## config.mk

```make
export PLATFORM = sky130hd
export DESIGN_NAME = lpif_link_online_ctrl
export DESIGN_NICKNAME = d
export VERILOG_FILES = /design/src/rtl/lpif_link_online_ctrl.sv
export SDC_FILE = /design/constraint.sdc
export NUM_CORES = 1
export LEC_CHECK = 0
export ABC_AREA = 1
export CELL_PAD_IN_SITES_DETAIL_PLACEMENT = 1
export CELL_PAD_IN_SITES_GLOBAL_PLACEMENT = 1
export CORE_MARGIN = 2
export CORE_UTILIZATION = 40
export CTS_CLUSTER_DIAMETER = 200
export DETAILED_ROUTE_END_ITERATION = 12
export DONT_BUFFER_PORTS = 1
export GPL_TIMING_DRIVEN = 0
export PLACE_DENSITY = 0.76
export SETUP_SLACK_MARGIN = 0.02
export SKIP_CTS_REPAIR_TIMING = 1
export SLEW_MARGIN = 15
export SYNTH_ARGS = -nofsm -noshare
export SYNTH_HDL_FRONTEND = slang
export SYNTH_SLANG_ARGS = --single-unit
```

## constraint.sdc

```tcl
create_clock -name clk_wr -period 3.02 [get_ports clk_wr]
set_input_delay 0.604 -clock clk_wr [delete_from_list [all_inputs] [get_ports clk_wr]]
set_output_delay 0.604 -clock clk_wr [all_outputs]
set_load 0.005 [all_outputs]
```

## src/rtl/lpif_link_online_ctrl.sv

```systemverilog
// Bring-up sequencer for the LPIF master datapath: walks PHY readiness, TX holdoff and
// RX marker lock, with timed retries, and drives tx_online/rx_online plus link status.
module lpif_link_online_ctrl #(
    parameter int LOCK_COUNT = 8,
    parameter int MAX_RETRY  = 3
) (
    input  logic        clk_wr,
    input  logic        rst_wr_n,
    input  logic        link_enable,
    input  logic        phy_ready,
    input  logic        rx_mrk_ok,
    input  logic        rx_mrk_err,
    input  logic [15:0] holdoff_value,
    input  logic [15:0] timeout_value,
    output logic        tx_online,
    output logic        rx_online,
    output logic        link_up,
    output logic        link_fail,
    output logic [1:0]  retry_cnt,
    output logic [31:0] debug_status
);
    typedef enum logic [2:0] {
        ST_IDLE     = 3'd0,
        ST_PHY_WAIT = 3'd1,
        ST_TX_ON    = 3'd2,
        ST_RX_LOCK  = 3'd3,
        ST_UP       = 3'd4,
        ST_BACKOFF  = 3'd5,
        ST_FAIL     = 3'd6
    } state_t;

    localparam logic [7:0] LOCK_TGT   = 8'(LOCK_COUNT);
    localparam logic [1:0] RETRY_LAST = 2'(MAX_RETRY - 1);
    localparam logic [1:0] RETRY_MAX  = 2'(MAX_RETRY);

    state_t      state_q, state_d;
    logic [15:0] timer_q, timer_d;
    logic [7:0]  lock_cnt_q, lock_cnt_d;
    logic [1:0]  retry_q, retry_d;
    logic        tx_online_q, tx_online_d;
    logic        rx_online_q, rx_online_d;
    logic        link_up_q, link_up_d;
    logic        link_fail_q, link_fail_d;

    logic [7:0]  lock_inc;
    logic        holdoff_hit;
    logic        timeout_hit;
    logic        phy_lost;

    always_comb begin
        lock_inc    = (lock_cnt_q == 8'hFF) ? 8'hFF : lock_cnt_q + 8'd1;
        holdoff_hit = (timer_q == holdoff_value);
        timeout_hit = (timeout_value != 16'd0) && (timer_q == timeout_value);
        phy_lost    = !phy_ready && (state_q == ST_TX_ON || state_q == ST_RX_LOCK ||
                                     state_q == ST_UP || state_q == ST_BACKOFF);

        state_d    = state_q;
        lock_cnt_d = lock_cnt_q;
        retry_d    = retry_q;

        if (!link_enable) begin
            state_d    = ST_IDLE;
            lock_cnt_d = 8'd0;
            retry_d    = 2'd0;
        end else if (phy_lost) begin
            state_d = ST_PHY_WAIT;
        end else begin
            unique case (state_q)
                ST_IDLE:     state_d = ST_PHY_WAIT;
                ST_PHY_WAIT: if (phy_ready) state_d = ST_TX_ON;
                ST_TX_ON: begin
                    if (holdoff_hit) begin
                        state_d    = ST_RX_LOCK;
                        lock_cnt_d = 8'd0;
                    end
                end
                ST_RX_LOCK: begin
                    // An error pulse wins over a simultaneous ok; lock wins over timeout.
                    if (rx_mrk_err) begin
                        lock_cnt_d = 8'd0;
                    end else if (rx_mrk_ok) begin
                        lock_cnt_d = lock_inc;
                    end
                    if (!rx_mrk_err && rx_mrk_ok && lock_inc == LOCK_TGT) begin
                        state_d = ST_UP;
                        retry_d = 2'd0;
                    end else if (timeout_hit) begin
                        if (retry_q == RETRY_LAST) begin
                            state_d = ST_FAIL;
                            retry_d = RETRY_MAX;
                        end else begin
                            state_d = ST_BACKOFF;
                            retry_d = retry_q + 2'd1;
                        end
                    end
                end
                ST_UP: begin
                    if (rx_mrk_err) begin
                        lock_cnt_d = 8'd0;
                        state_d    = ST_BACKOFF;
                    end else if (rx_mrk_ok) begin
                        lock_cnt_d = lock_inc;
                    end
                end
                ST_BACKOFF:  if (holdoff_hit) state_d = ST_PHY_WAIT;
                ST_FAIL:     state_d = ST_FAIL;
                default:     state_d = ST_IDLE;
            endcase
        end

        if (state_d != state_q) begin
            timer_d = 16'd0;
        end else if (timer_q == 16'hFFFF) begin
            timer_d = timer_q;
        end else begin
            timer_d = timer_q + 16'd1;
        end

        // Outputs are decoded from the next state so they flip with the state register.
        tx_online_d = (state_d == ST_TX_ON) || (state_d == ST_RX_LOCK) || (state_d == ST_UP);
        rx_online_d = (state_d == ST_RX_LOCK) || (state_d == ST_UP);
        link_up_d   = (state_d == ST_UP);
        link_fail_d = (state_d == ST_FAIL);
    end

    always_ff @(posedge clk_wr or negedge rst_wr_n) begin
        if (!rst_wr_n) begin
            state_q     <= ST_IDLE;
            timer_q     <= 16'd0;
            lock_cnt_q  <= 8'd0;
            retry_q     <= 2'd0;
            tx_online_q <= 1'b0;
            rx_online_q <= 1'b0;
            link_up_q   <= 1'b0;
            link_fail_q <= 1'b0;
        end else begin
            state_q     <= state_d;
            timer_q     <= timer_d;
            lock_cnt_q  <= lock_cnt_d;
            retry_q     <= retry_d;
            tx_online_q <= tx_online_d;
            rx_online_q <= rx_online_d;
            link_up_q   <= link_up_d;
            link_fail_q <= link_fail_d;
        end
    end

    assign tx_online    = tx_online_q;
    assign rx_online    = rx_online_q;
    assign link_up      = link_up_q;
    assign link_fail    = link_fail_q;
    assign retry_cnt    = retry_q;
    assign debug_status = {timer_q, lock_cnt_q, 3'b000, retry_q, state_q};

endmodule

```

==> flow_metrics.env <==
export IMPL_status="completed"
export IMPL_antenna_left=0
export IMPL_antenna_found_initial=0
export IMPL_yosys_area_top_type="dfrtp_1"
export IMPL_antenna_cells=0
export IMPL_yosys_top_cells_count="98 x nand2_1, 64 x inv_1, 60 x nor2_1"
export IMPL_synthArstFlopShare_pct=100
export IMPL_yosysMostFrequentCell="nand2_1"
export IMPL_dr_pass1_iters=4
export IMPL_max_clock_path_buffers=2
export IMPL_crit_fanout=10
export IMPL_htreeDepth=2
export IMPL_p_sw_share_pct=34.9
export IMPL_wl_mm=8.02
export IMPL_gr_usage_met1_pct=28.6
export IMPL_critical_path_endpoint_type="register"
export IMPL_fmax_mhz=395
export IMPL_required_ns=3.21
export IMPL_gr_usage_met2_pct=36.1
export IMPL_startpoint_type="register"
export IMPL_first_iter_violations=49
export IMPL_yosys_warnings=0
export IMPL_place_hpwl_mm=6.36
export IMPL_synth_seq_cells=33
export IMPL_grt_pass1_wl_mm=12.9
export IMPL_yosysSeqAreaShare_pct=29.2
export IMPL_initial_utilization_pct=41.4
export IMPL_leakage_nw=1.46
export IMPL_grt_met3_usage_pct=4.43
export IMPL_synth_edff_count=0
export IMPL_syn_area_um2=2830
export IMPL_area_growth_pct=8.26
export IMPL_path_class="register to register"
export IMPL_synth_top_area_share_pct=29.2
export IMPL_die_w_um=88.1
export IMPL_grtUsageTotal_pct=21.6
export IMPL_ios=76
export IMPL_place_ws_ns=0.401
export IMPL_port_buffers=0
export IMPL_final_net_count=471
export IMPL_cts_num_sinks=33
export IMPL_vias=2596
export IMPL_clk_pin_slew_ns=0.08
export IMPL_postLayoutSetupSlackWorst_ns=0.491
export IMPL_die_y_um=88.1
export IMPL_p_int_mw=0.702
export IMPL_tightestPinTransition_ns=0.552
export IMPL_gp_congestion=0.847
export IMPL_cts_made_buffers=5
export IMPL_maxSlewHeadroom_pct=62.9
export IMPL_synth_cells=420
export IMPL_rsz0062_at_grt="false"
export IMPL_setup_tns_ns=0
export IMPL_multi_input_area_um2=1690
export IMPL_setup_viol=0
export IMPL_clock_power_share_pct=32.3
export IMPL_finalInstanceArea_um2=3070
export IMPL_top_usage_layer="met2"
export IMPL_grt_max_degree=34
export IMPL_min_path_type="input pin to async pin"
export IMPL_period_share_pct=83.7
export IMPL_max_cap_viol_count=0
export IMPL_final_hold_violation_count=0
export IMPL_synth_area_leaders="dfrtp_1 29%, nand2_1 13%, inv_1 8.5%"
export IMPL_viasPerCell=4.93
export IMPL_synth_flop_cell="dfrtp_1"
export IMPL_synth_cell_types=35
export IMPL_die_area_um2=7770
export IMPL_rows=30
export IMPL_drv_slew=0
export IMPL_root_buffer="clkbuf_8"
export IMPL_finalCriticalPeriod_ns=2.53
export IMPL_first_global_vias=2655
export IMPL_arrival_ns=2.71
export IMPL_drive_gt1_share_pct=15.3
export IMPL_drcViolationCount=0
export IMPL_routedWlPerCell_um=15.2
export IMPL_fillers=940
export IMPL_netSwitchingPower_mw=0.376
export IMPL_cts_tree="built"
export IMPL_power_density_nw_per_um2=351
export IMPL_place_area_um2=2960
export IMPL_pwr_share_seq_pct=45.1
export IMPL_overflow=0
export IMPL_clock_skew_ns=0.00780
export IMPL_seq_area_um2=826
export IMPL_p_comb_share_pct=22.7
export IMPL_insertion_delay_ns=0.29
export IMPL_final_core_util_pct=44.9
export IMPL_core_um2=6830
export IMPL_peakVddDrop_uv=210
export IMPL_syn_avg_cell_area_um2=6.74
[cells by family (layout without fill, tap and decap cells)]
group / after synthesis / count (layout) / synth area share [%]
AND/OR/NAND/NOR: 242 / 242 / 41.2
buffers and inverters: 76 / 85 / 11.4
AO/OA/AOI/OAI: 36 / 36 / 7.73
flip-flops: 33 / 33 / 29.2
XOR/XNOR: 29 / 29 / 8.97
adder cells (fa/ha/maj): 3 / 3 / 1.33
other: 1 / 3 / 0.132
[sequential cells by signal (all words and copies together) (netlist names)]
signal and cells:
timer_q 16, lock_cnt_q 8, state_q 3, retry_cnt 2, link_fail 1, link_up 1, rx_online 1, tx_online 1
[metal layers]
metal | vias up | wire [µm]
met2 | 56 | 3880
met1 | 1223 | 3670
li1 | 1310 | -
met5 | - | 0
met3 | 7 | 378
met4 | 0 | 85
[through the flow]
stage               hold WS, ns  cells  total power [mW]
CTS                     -0.0137    526              1.09
finish                    0.141    527              1.08
detailed placement        0.309    518             0.727
global placement          0.309    518             0.716
global route              0.145    527              1.14
floorplan                 0.308    422             0.671
[worst max-delay path, cell delays in order (launching register included)]
cell and delay (ns):
dfrtp_1 0.46, ha_1 0.27, nand2_1 0.10, nor2_1 0.07
nand3_1 0.11, nor3_1 0.09, nand2_2 0.20, nand2_1 0.12
nor3_1 0.45, nand3_1 0.22, xor2_1 0.28, nor2_4 0.06
[layout make-up]
type                    count  share of cell area, %
repair buffers              1                  0.653
flip-flops and latches     33                   26.9
well taps                  96                   3.92
clock inverters             3                  0.571
clock buffers               5                   2.24
multi-input cells         313                   55.1
inverters                  66                   8.08
plain buffers              10                   2.49
[power groups by stage]
stage	clock [mW]	sequential, mW	combinational [mW]
2_1_floorplan	0	0.487	0.185
3_3_place_gp	0	0.494	0.223
3_5_place_dp	0	0.495	0.233
4_1_cts	0.366	0.486	0.234
5_1_grt	0.373	0.489	0.273
6_report	0.348	0.485	0.244
[cells in the final DEF (no fill, tap or decap), types with 2 or more instances in the layout]
cell type / synthesis / routed
nor2_2: 6 / 6
nor3_1: 8 / 8
dfrtp_1: 33 / 33
buf_12: 1 / 2
inv_2: 2 / 2
buf_2: 2 / 2
nor2_4: 12 / 12
and2_1: 2 / 2
a21oi_1: 6 / 6
xor2_1: 18 / 18
a31oi_1: 2 / 2
nand3_2: 5 / 5
o21ai_2: 2 / 2
o22ai_1: 5 / 5
xnor2_1: 11 / 11
clkinv_2: 0 / 2
clkbuf_8: 0 / 5
nor2_1: 60 / 60
o21bai_1: 2 / 2
nand2_1: 98 / 98
nand4_1: 7 / 7
ha_1: 3 / 3
o21ai_0: 14 / 14
nand3_1: 24 / 24
buf_4: 5 / 5
nand2_2: 17 / 17
conb_1: 1 / 3
nand2_4: 2 / 2
inv_1: 64 / 64
[final timing paths]
check / slack, ns / to / depth (start not counted) / from
max: 0.49 / timer_q[14]$_DFFE_PN0P_ / 11 / timer_q[0]$_DFFE_PN0P_
min: 0.14 / timer_q[3]$_DFFE_PN0P_ / 1 / rst_wr_n
max reg2reg: 0.49 / timer_q[14]$_DFFE_PN0P_ / 11 / timer_q[0]$_DFFE_PN0P_
min reg2reg: 0.63 / retry_cnt[0]$_DFFE_PN0P_ / 2 / retry_cnt[0]$_DFFE_PN0P_
max in group asynchronous: 2.69 / timer_q[13]$_DFFE_PN0P_ / 1 / rst_wr_n
min in group clk_wr: 0.63 / retry_cnt[0]$_DFFE_PN0P_ / 2 / retry_cnt[0]$_DFFE_PN0P_
Note: power is estimated with default switching activity, not from simulation.
